$ cat src/rtl/ultrasonic_scan_scheduler.sv
// Round-robin HC-SR04 scan sequencer: fires one ranger at a time and keeps a per-sensor cm table.
// Optional proximity flags (near_thresh_i / near_alarm_o) are built when ULTRASONIC_NEAR_ALARM_EN is defined.
//
// state    | meaning
// S_IDLE   | scan stopped, waiting for enable
// S_TRIG   | trigger pin of current sensor high for TRIG_US
// S_WAIT   | waiting for a true 0->1 echo edge, bounded by TIMEOUT_US
// S_MEAS   | echo high, counting cm, bounded by TIMEOUT_US
// S_RESULT | single clock: table written, result_valid high
// S_GUARD  | acoustic quiet gap before the next sensor
module ultrasonic_scan_scheduler #(
   parameter int NUM_SENSORS  = 4,
   parameter int CLK_FREQ_MHZ = 100,
   parameter int TRIG_US      = 10,
   parameter int TIMEOUT_US   = 25000,
   parameter int GUARD_US     = 10000
) (
   input  logic                      clk_i,
   input  logic                      rst_n_i,
   input  logic                      enable_i,
   input  logic [NUM_SENSORS-1:0]    echo_i,
`ifdef ULTRASONIC_NEAR_ALARM_EN
   input  logic [15:0]               near_thresh_i,
   output logic [NUM_SENSORS-1:0]    near_alarm_o,
`endif
   output logic [NUM_SENSORS-1:0]    trigger_o,
   output logic [16*NUM_SENSORS-1:0] distance_o,
   output logic                      result_valid_o,
   output logic [2:0]                result_id_o,
   output logic                      timeout_err_o
);

   localparam int PRE_W   = (CLK_FREQ_MHZ > 1) ? $clog2(CLK_FREQ_MHZ) : 1;
   localparam int TMR_MAX = (TIMEOUT_US > GUARD_US) ?
                            ((TIMEOUT_US > TRIG_US) ? TIMEOUT_US : TRIG_US) :
                            ((GUARD_US > TRIG_US) ? GUARD_US : TRIG_US);
   localparam int TMR_W   = $clog2(TMR_MAX + 1);

   localparam logic [PRE_W-1:0] PRE_RELOAD = PRE_W'(CLK_FREQ_MHZ - 1);
   localparam logic [TMR_W-1:0] TRIG_LD    = TMR_W'(TRIG_US - 1);
   localparam logic [TMR_W-1:0] TMO_LD     = TMR_W'(TIMEOUT_US - 1);
   localparam logic [TMR_W-1:0] GUARD_LD   = TMR_W'(GUARD_US - 1);
   localparam logic [5:0]       SUB_LD     = 6'd57;
   localparam logic [15:0]      CM_SAT     = 16'hFFFE;
   localparam logic [2:0]       IDX_LAST   = 3'(NUM_SENSORS - 1);

   typedef enum logic [2:0] {
      S_IDLE, S_TRIG, S_WAIT, S_MEAS, S_RESULT, S_GUARD
   } state_t;

   state_t                   state_q, state_d;
   logic [PRE_W-1:0]         presc_q;
   logic                     us_tick;
   logic [NUM_SENSORS-1:0]   echo_s1_q, echo_s2_q;
   logic                     echo_prev_q, echo_sel, echo_rise, echo_fall;
   logic [TMR_W-1:0]         tmr_q;
   logic                     tmr_tc;
   logic [5:0]               sub_q;
   logic [15:0]              cm_q;
   logic [2:0]               idx_q;
   logic                     tmo_d, tmo_q;
   logic                     res_wr;
   logic [2:0]               res_id_q;
   logic [16*NUM_SENSORS-1:0] dist_q;

   assign us_tick = (presc_q == '0);
   assign tmr_tc  = us_tick && (tmr_q == '0);

   always_comb begin
      echo_sel = 1'b0;
      for (int i = 0; i < NUM_SENSORS; i++)
         if (idx_q == 3'(i)) echo_sel = echo_s2_q[i];
   end

   assign echo_rise = echo_sel & ~echo_prev_q;
   assign echo_fall = ~echo_sel & echo_prev_q;

   always_ff @(posedge clk_i or negedge rst_n_i) begin
      if (!rst_n_i) begin
         presc_q     <= '0;
         echo_s1_q   <= '0;
         echo_s2_q   <= '0;
         echo_prev_q <= 1'b0;
      end else begin
         presc_q     <= us_tick ? PRE_RELOAD : presc_q - PRE_W'(1);
         echo_s1_q   <= echo_i;
         echo_s2_q   <= echo_s1_q;
         echo_prev_q <= echo_sel;
      end
   end

   always_ff @(posedge clk_i or negedge rst_n_i) begin
      if (!rst_n_i) state_q <= S_IDLE;
      else          state_q <= state_d;
   end

   always_comb begin
      state_d = state_q;
      tmo_d   = 1'b0;
      case (state_q)
         S_IDLE:   if (enable_i) state_d = S_TRIG;
         S_TRIG:   if (tmr_tc) state_d = S_WAIT;
         S_WAIT: begin
            if (echo_rise) state_d = S_MEAS;
            else if (tmr_tc) begin
               state_d = S_RESULT;
               tmo_d   = 1'b1;
            end
         end
         S_MEAS: begin
            if (echo_fall) state_d = S_RESULT;
            else if (tmr_tc) begin
               state_d = S_RESULT;
               tmo_d   = 1'b1;
            end
         end
         S_RESULT: state_d = S_GUARD;
         S_GUARD:  if (tmr_tc) state_d = enable_i ? S_TRIG : S_IDLE;
         default:  state_d = S_IDLE;
      endcase
   end

   always_comb begin
      trigger_o      = '0;
      result_valid_o = 1'b0;
      timeout_err_o  = 1'b0;
      for (int i = 0; i < NUM_SENSORS; i++)
         if (state_q == S_TRIG && idx_q == 3'(i)) trigger_o[i] = 1'b1;
      if (state_q == S_RESULT) begin
         result_valid_o = 1'b1;
         timeout_err_o  = tmo_q;
      end
   end

   assign res_wr = (state_d == S_RESULT) && (state_q != S_RESULT);

   always_ff @(posedge clk_i or negedge rst_n_i) begin
      if (!rst_n_i) begin
         tmr_q    <= '0;
         sub_q    <= '0;
         cm_q     <= '0;
         idx_q    <= '0;
         tmo_q    <= 1'b0;
         res_id_q <= '0;
         dist_q   <= '0;
      end else begin
         // timer reloads on every state change, so each state times from its own entry
         if (state_d != state_q) begin
            case (state_d)
               S_TRIG:         tmr_q <= TRIG_LD;
               S_WAIT, S_MEAS: tmr_q <= TMO_LD;
               S_GUARD:        tmr_q <= GUARD_LD;
               default:        tmr_q <= tmr_q;
            endcase
         end else if (us_tick && tmr_q != '0) begin
            tmr_q <= tmr_q - TMR_W'(1);
         end

         // 58 us per cm without a divider
         if (state_q != S_MEAS) begin
            sub_q <= SUB_LD;
            cm_q  <= '0;
         end else if (us_tick) begin
            if (sub_q == '0) begin
               sub_q <= SUB_LD;
               if (cm_q != CM_SAT) cm_q <= cm_q + 16'd1;
            end else begin
               sub_q <= sub_q - 6'd1;
            end
         end

         if (res_wr) begin
            tmo_q    <= tmo_d;
            res_id_q <= idx_q;
            for (int i = 0; i < NUM_SENSORS; i++)
               if (idx_q == 3'(i)) dist_q[16*i +: 16] <= tmo_d ? 16'hFFFF : cm_q;
         end

         if (state_q == S_GUARD && state_d != S_GUARD)
            idx_q <= (idx_q == IDX_LAST) ? 3'd0 : idx_q + 3'd1;
      end
   end

   assign distance_o  = dist_q;
   assign result_id_o = res_id_q;

`ifdef ULTRASONIC_NEAR_ALARM_EN
   logic [NUM_SENSORS-1:0] near_q;

   always_ff @(posedge clk_i or negedge rst_n_i) begin
      if (!rst_n_i) begin
         near_q <= '0;
      end else if (res_wr) begin
         for (int i = 0; i < NUM_SENSORS; i++)
            if (idx_q == 3'(i)) near_q[i] <= !tmo_d && (cm_q < near_thresh_i);
      end
   end

   assign near_alarm_o = near_q;
`endif

endmodule

$ cat config.mk
export PLATFORM = sky130hd
export DESIGN_NAME = ultrasonic_scan_scheduler
export DESIGN_NICKNAME = d
export VERILOG_FILES = /design/src/rtl/ultrasonic_scan_scheduler.sv
export SDC_FILE = /design/constraint.sdc
export NUM_CORES = 1
export LEC_CHECK = 0
export ABC_AREA = 1
export CAP_MARGIN = 0
export CORE_MARGIN = 3
export CORE_UTILIZATION = 50
export CTS_CLUSTER_SIZE = 12
export DETAILED_ROUTE_END_ITERATION = 7
export PLACE_DENSITY = 0.74
export SLEW_MARGIN = 15
export SYNTH_ARGS = -nofsm -noshare
export SYNTH_HDL_FRONTEND = slang
export SYNTH_SLANG_ARGS = --single-unit
$ cat constraint.sdc
create_clock -name clk_i -period 3.25 [get_ports clk_i]
set_input_delay 0.975 -clock clk_i [delete_from_list [all_inputs] [get_ports clk_i]]
set_output_delay 0.975 -clock clk_i [all_outputs]
set_load 0.05 [all_outputs]
-- Yosys cells after proc, flatten, opt, wreduce, memory -nomap -nowiden
Index checks and enable logic that the tools add are counted.
- bits of input ports: 7
- logic and storage cells: 103
- register bits: 127
- output and inout bits: 73
- eq/ne operators: 19
- $add $sub $neg: 5
- bitwise logic cells: 4
- mux-type cells: 35
- reductions and logical operators: 25
- operators with widths (operator ; count):
    16-bit 2-to-1 mux ; 5
    15-bit case mux with 3 select lines ; 1
    15-bit 2-to-1 mux ; 2
    3-bit 2-to-1 mux ; 7
    3-bit by 2-bit equality test with 1-bit output, second input constant ; 6
    6-bit 2-to-1 mux ; 3
    3-bit case mux with 6 select lines ; 1
    16-bit by 1-bit adder with 16-bit output, second input constant ; 1
    16-bit inequality test, second input constant ; 1
    15-bit zero test ; 1
    15-bit nonzero test ; 1
    15-bit by 1-bit subtractor with 15-bit output, second input constant ; 1
    1-bit 2-to-1 mux ; 14
    3-bit equality test, second input constant ; 4
    2-bit AND reduction ; 5
    3-bit by 1-bit equality test with 1-bit output, second input constant ; 3
    1-bit logical AND ; 8
    2-bit nonzero test ; 4
    7-bit zero test ; 1
    7-bit 2-to-1 mux ; 1
    7-bit by 1-bit subtractor with 7-bit output, second input constant ; 1
    3-bit zero test ; 2
    6-bit zero test ; 1
    3-bit inequality test, second input constant ; 2
    10 further kinds ; 12

-- Longest topological paths before layout
Gate-level depths: netlist of run 1.
- depth in word-level cells: 13
- gate-level depth with buffers: 19
- depth with buffers taken out: 18

-- Worst setup path before layout of run 1
OpenSTA, ideal clock, no wires.
- path kind: register to output
- from: register state_q[1]
- to: output port timeout_err_o
- path buffers: 0
- path slack: 0.115 ns
- arrival time: 2.160 ns
- stages on the path, launching flop included: 6
- required time: 2.275 ns
- cells stage by stage: dfrtp_1 > nor2_1 > inv_1 > nor2_1 > inv_1 > nor2_1
- longest elaborated chain between the ends: 2
- RTL lines (item ; RTL line ; RTL):
    start, declared ; 51 ; state_t state_q, state_d;
    start signal, assigned ; 94 ; else state_q <= state_d;
    3-bit equality test ; 129 ; if (state_q == S_RESULT) begin
    1-bit 2-to-1 mux ; 129 ;
    end, declared ; 30 ; output logic timeout_err_o
No other way between the ends.

-- Worst setup path after layout of run 1
- from: register state_q[1]
- to: output port trigger_o[2]
- longest elaborated chain between the ends: 3
- RTL lines (item ; RTL line ; RTL):
    3-bit by 1-bit equality test with 1-bit output ; 128 ; if (state_q == S_TRIG && idx_q == 3'(i)) trigger_o[i] = 1'b1;
    1-bit logical AND ; 128 ;
    1-bit 2-to-1 mux ; 128 ;
    end, declared ; 26 ; output logic [NUM_SENSORS-1:0] trigger_o,
No other way between the ends.

==> impl_metrics.tcl, run 1 <==
set metrics [dict create \
    status "complete, no violations" \
    ctsHtreeMaxLevel 4 \
    netSwitchingPower_w 0.000722 \
    grt.total_usage_pct 23.9 \
    io_pins 80 \
    slew_viol_final 0 \
    setup-violations-final 0 \
    core_mm2 0.0116 \
    ant_nets 0 \
    grt_pass1_vias 4965 \
    overflow 0 \
    synth_top_area_share_pct 52.8 \
    post_synth_most_frequent_cells "dfrtp_1 (127), nand2_1 (122), nor2_1 (101), inv_1 (61), a31oi_1 (52)" \
    power.density_mw_per_mm2 473 \
    syn_area_mm2 0.00602 \
    postSynth.asyncResetShare_pct 100 \
    slew-limit-headroom_pct 57.5 \
    n_fill_cell 938 \
    p_leak_nw 3.65 \
    antenna_found_initial 0 \
    crit_slowest_cell "dlygate4sd2_1" \
    worstPathRequired_ns 2.27 \
    start_util_pct 52.0 \
    layout_min_cycle_time_ns 3.11 \
    synth_cells 679 \
    ff2ff_setup_slack_ns 0.44 \
    yosysWarnings 0 \
    peakVddDrop_uv 325 \
    worstPathMaxFanout 6 \
    synth-edff-count 0 \
    clock_path_buffers 2 \
    drt-initial-drc-count 407 \
    fin_nets 784 \
    cts_num_sinks 127 \
    rsz0062_at_grt "false" \
    cap_violations 0 \
    clk_pin_slew_worst_paths_ns 0.06 \
    grt_pass1_wl_um 24800 \
    num_antenna_cells 0 \
    worstHoldPathType "flop to flop" \
    tightest_slew_ns 0.637 \
    synth_seq_area_share_pct 52.8 \
    final_cell_area_mm2 0.00758 \
    combPwrFrac_pct 1.3 \
    port_buffers 79 \
    clockRootBuffer "clkbuf_16" \
    syn_nets 697 \
    end_kind "primary output" \
    yosys-top-cells-area "dfrtp_1 (53%), nand2_1 (7.6%), nor2_1 (6.3%)" \
    arrival_ns 2.14 \
    max_freq_mhz 322 \
    swShare_pct 20.2 \
    drc 0 \
    hpwl_um 10700 \
    cts_tree "yes" \
    crit_buf_inv 2 \
    critPathLaunchType "flop" \
    fp.dieH_um 116 \
    worstPathCellList "nor3_2 > inv_1 > nor2_1 > dlygate4sd2_1" \
    clockPowerShare_pct 54.3 \
    firstDrtPassIters 5 \
    fp-row-count 39 \
    fp.dieW_um 116 \
    area.sequential_mm2 0.00318 \
    post_cts_buffers 0 \
    cts_resized 4 \
    p_seq_share_pct 44.4 \
    cpPeakStageDelay_ns 0.55 \
    clock_latency_ns 0.42 \
    intPower_w 0.00286 \
    place.gp.congestion 0.869 \
    setup_tns_ns 0 \
    yosysTopAreaCell "dfrtp_1" \
    cts_inserted_buffers 17 \
    synth-seq-cells 127 \
    die_area_mm2 0.0134 \
    multiInputGateArea_mm2 0.00246 \
    grt_max_degree 49 \
    postSynthAreaPerCell_um2 8.86 \
    hold_violations 0 \
    synth_flop_cell "dfrtp_1" \
    synth.most_common_cell "dfrtp_1" \
    fin_ws_ns 0.140 \
    finalClockSkew_ns 0.00883 \
    ys_types 37 \
    cts_hold_buf 0 \
    vias_per_cell 5.54 \
    cp_top_family "buffers and inverters" \
    syn_to_final_growth_pct 25.9 \
    via_count 5099 \
    dp_slack_ns 0.166 \
    wl_per_cell_um 16.4 \
    drive_above_1_share_pct 11.7 \
    wl_um 15100 \
    critPathKind "flop to primary output" \
    power_w 0.00358 \
    place_area_mm2 0.00697 \
    period_share_pct 95.7 \
]
==> stage by stage <==
step | utilization, % | hold slack, ns | instances
2_1_floorplan | - | 0.331 | 679
3_3_place_gp | 60.3 | 0.335 | 890
3_5_place_dp | 60.3 | 0.335 | 890
4_1_cts | 65.5 | 0.350 | 921
5_1_grt | 65.5 | 0.366 | 921
6_report | 65.5 | 0.350 | 921
==> cell usage in the layout, fill, tap and decap left out, drive strengths merged, types with 12 or more instances in the layout <==
cell type        n
dfrtp          127
clkdlybuf4s50   73
inv             67
nand3           49
nand2          128
mux2            12
a31oi           52
nor2           105
o21ai           23
nor3            20
buf             15
xor2            16
clkbuf          21
==> power by group through the flow <==
stage	registers (W)	logic (W)	clock network (W)
floorplan	0.00162	0.00000327	0
global placement	0.00162	0.0000464	0
finish	0.00159	0.0000450	0.00195
detailed placement	0.00162	0.0000473	0
global route	0.00159	0.0000524	0.00204
CTS	0.00159	0.0000475	0.00197
==> state kept, by name, summed over array words and instances (netlist names) <==
signal / cells
distance_o: 64
cm_q: 16
tmr_q: 15
presc_q: 7
sub_q: 6
echo_s1_q: 4
echo_s2_q: 4
idx_q: 3
result_id_o: 3
state_q: 3
echo_prev_q: 1
tmo_q: 1
==> area by class of cell <==
class / instances / area share [%]
Multi-Input combinational cell: 458 / 32.5
Inverter: 69 / 3.42
Clock inverter: 10 / 1.78
Timing Repair Buffer: 93 / 11.8
Tap cell: 143 / 2.36
Clock buffer: 21 / 6.21
Sequential cell: 127 / 41.9
==> logic make-up (layout without fill, tap and decap cells) <==
logic type	after synthesis	in the layout	share of synthesized area (%)
AO/OA/AOI/OAI	98	98	9.78
multiplexers	12	12	2.25
adder cells (fa/ha/maj)	11	11	2.29
AND/OR/NAND/NOR	321	321	24.1
flip-flops	127	127	52.8
XOR/XNOR	16	16	2.33
buffers and inverters	94	193	6.39
==> layer usage <==
metal	vias up	part of all wire, %	GRT usage (%)	routed length (um)
met5	-	0	0	0
met4	0	2.4	10.6	357
met3	27	5.1	5.22	766
met2	162	48	37.9	7190
met1	2472	45	31.8	6770
li1	2438	-	-	-
==> path summary, 6_finish.rpt <==
path,start,end,cells after the start
setup reg to reg,presc_q[0],cm_q[8],13
hold / removal,echo_s1_q[0],echo_s2_q[0],0
min in group asynchronous,rst_n_i,result_id_o[0],1
hold reg to reg,echo_s1_q[0],echo_s2_q[0],0
setup / recovery,state_q[1],trigger_o[2],4
max in group asynchronous,rst_n_i,distance_o[38],2
Power figures use the tool's default switching activity.
==> inputs of run 2 (changes only) <==
Settings changed: SLEW_MARGIN 15 to default.
==> results of run 2 <==
Final layout, timing and power as in run 1 (identical DEF).
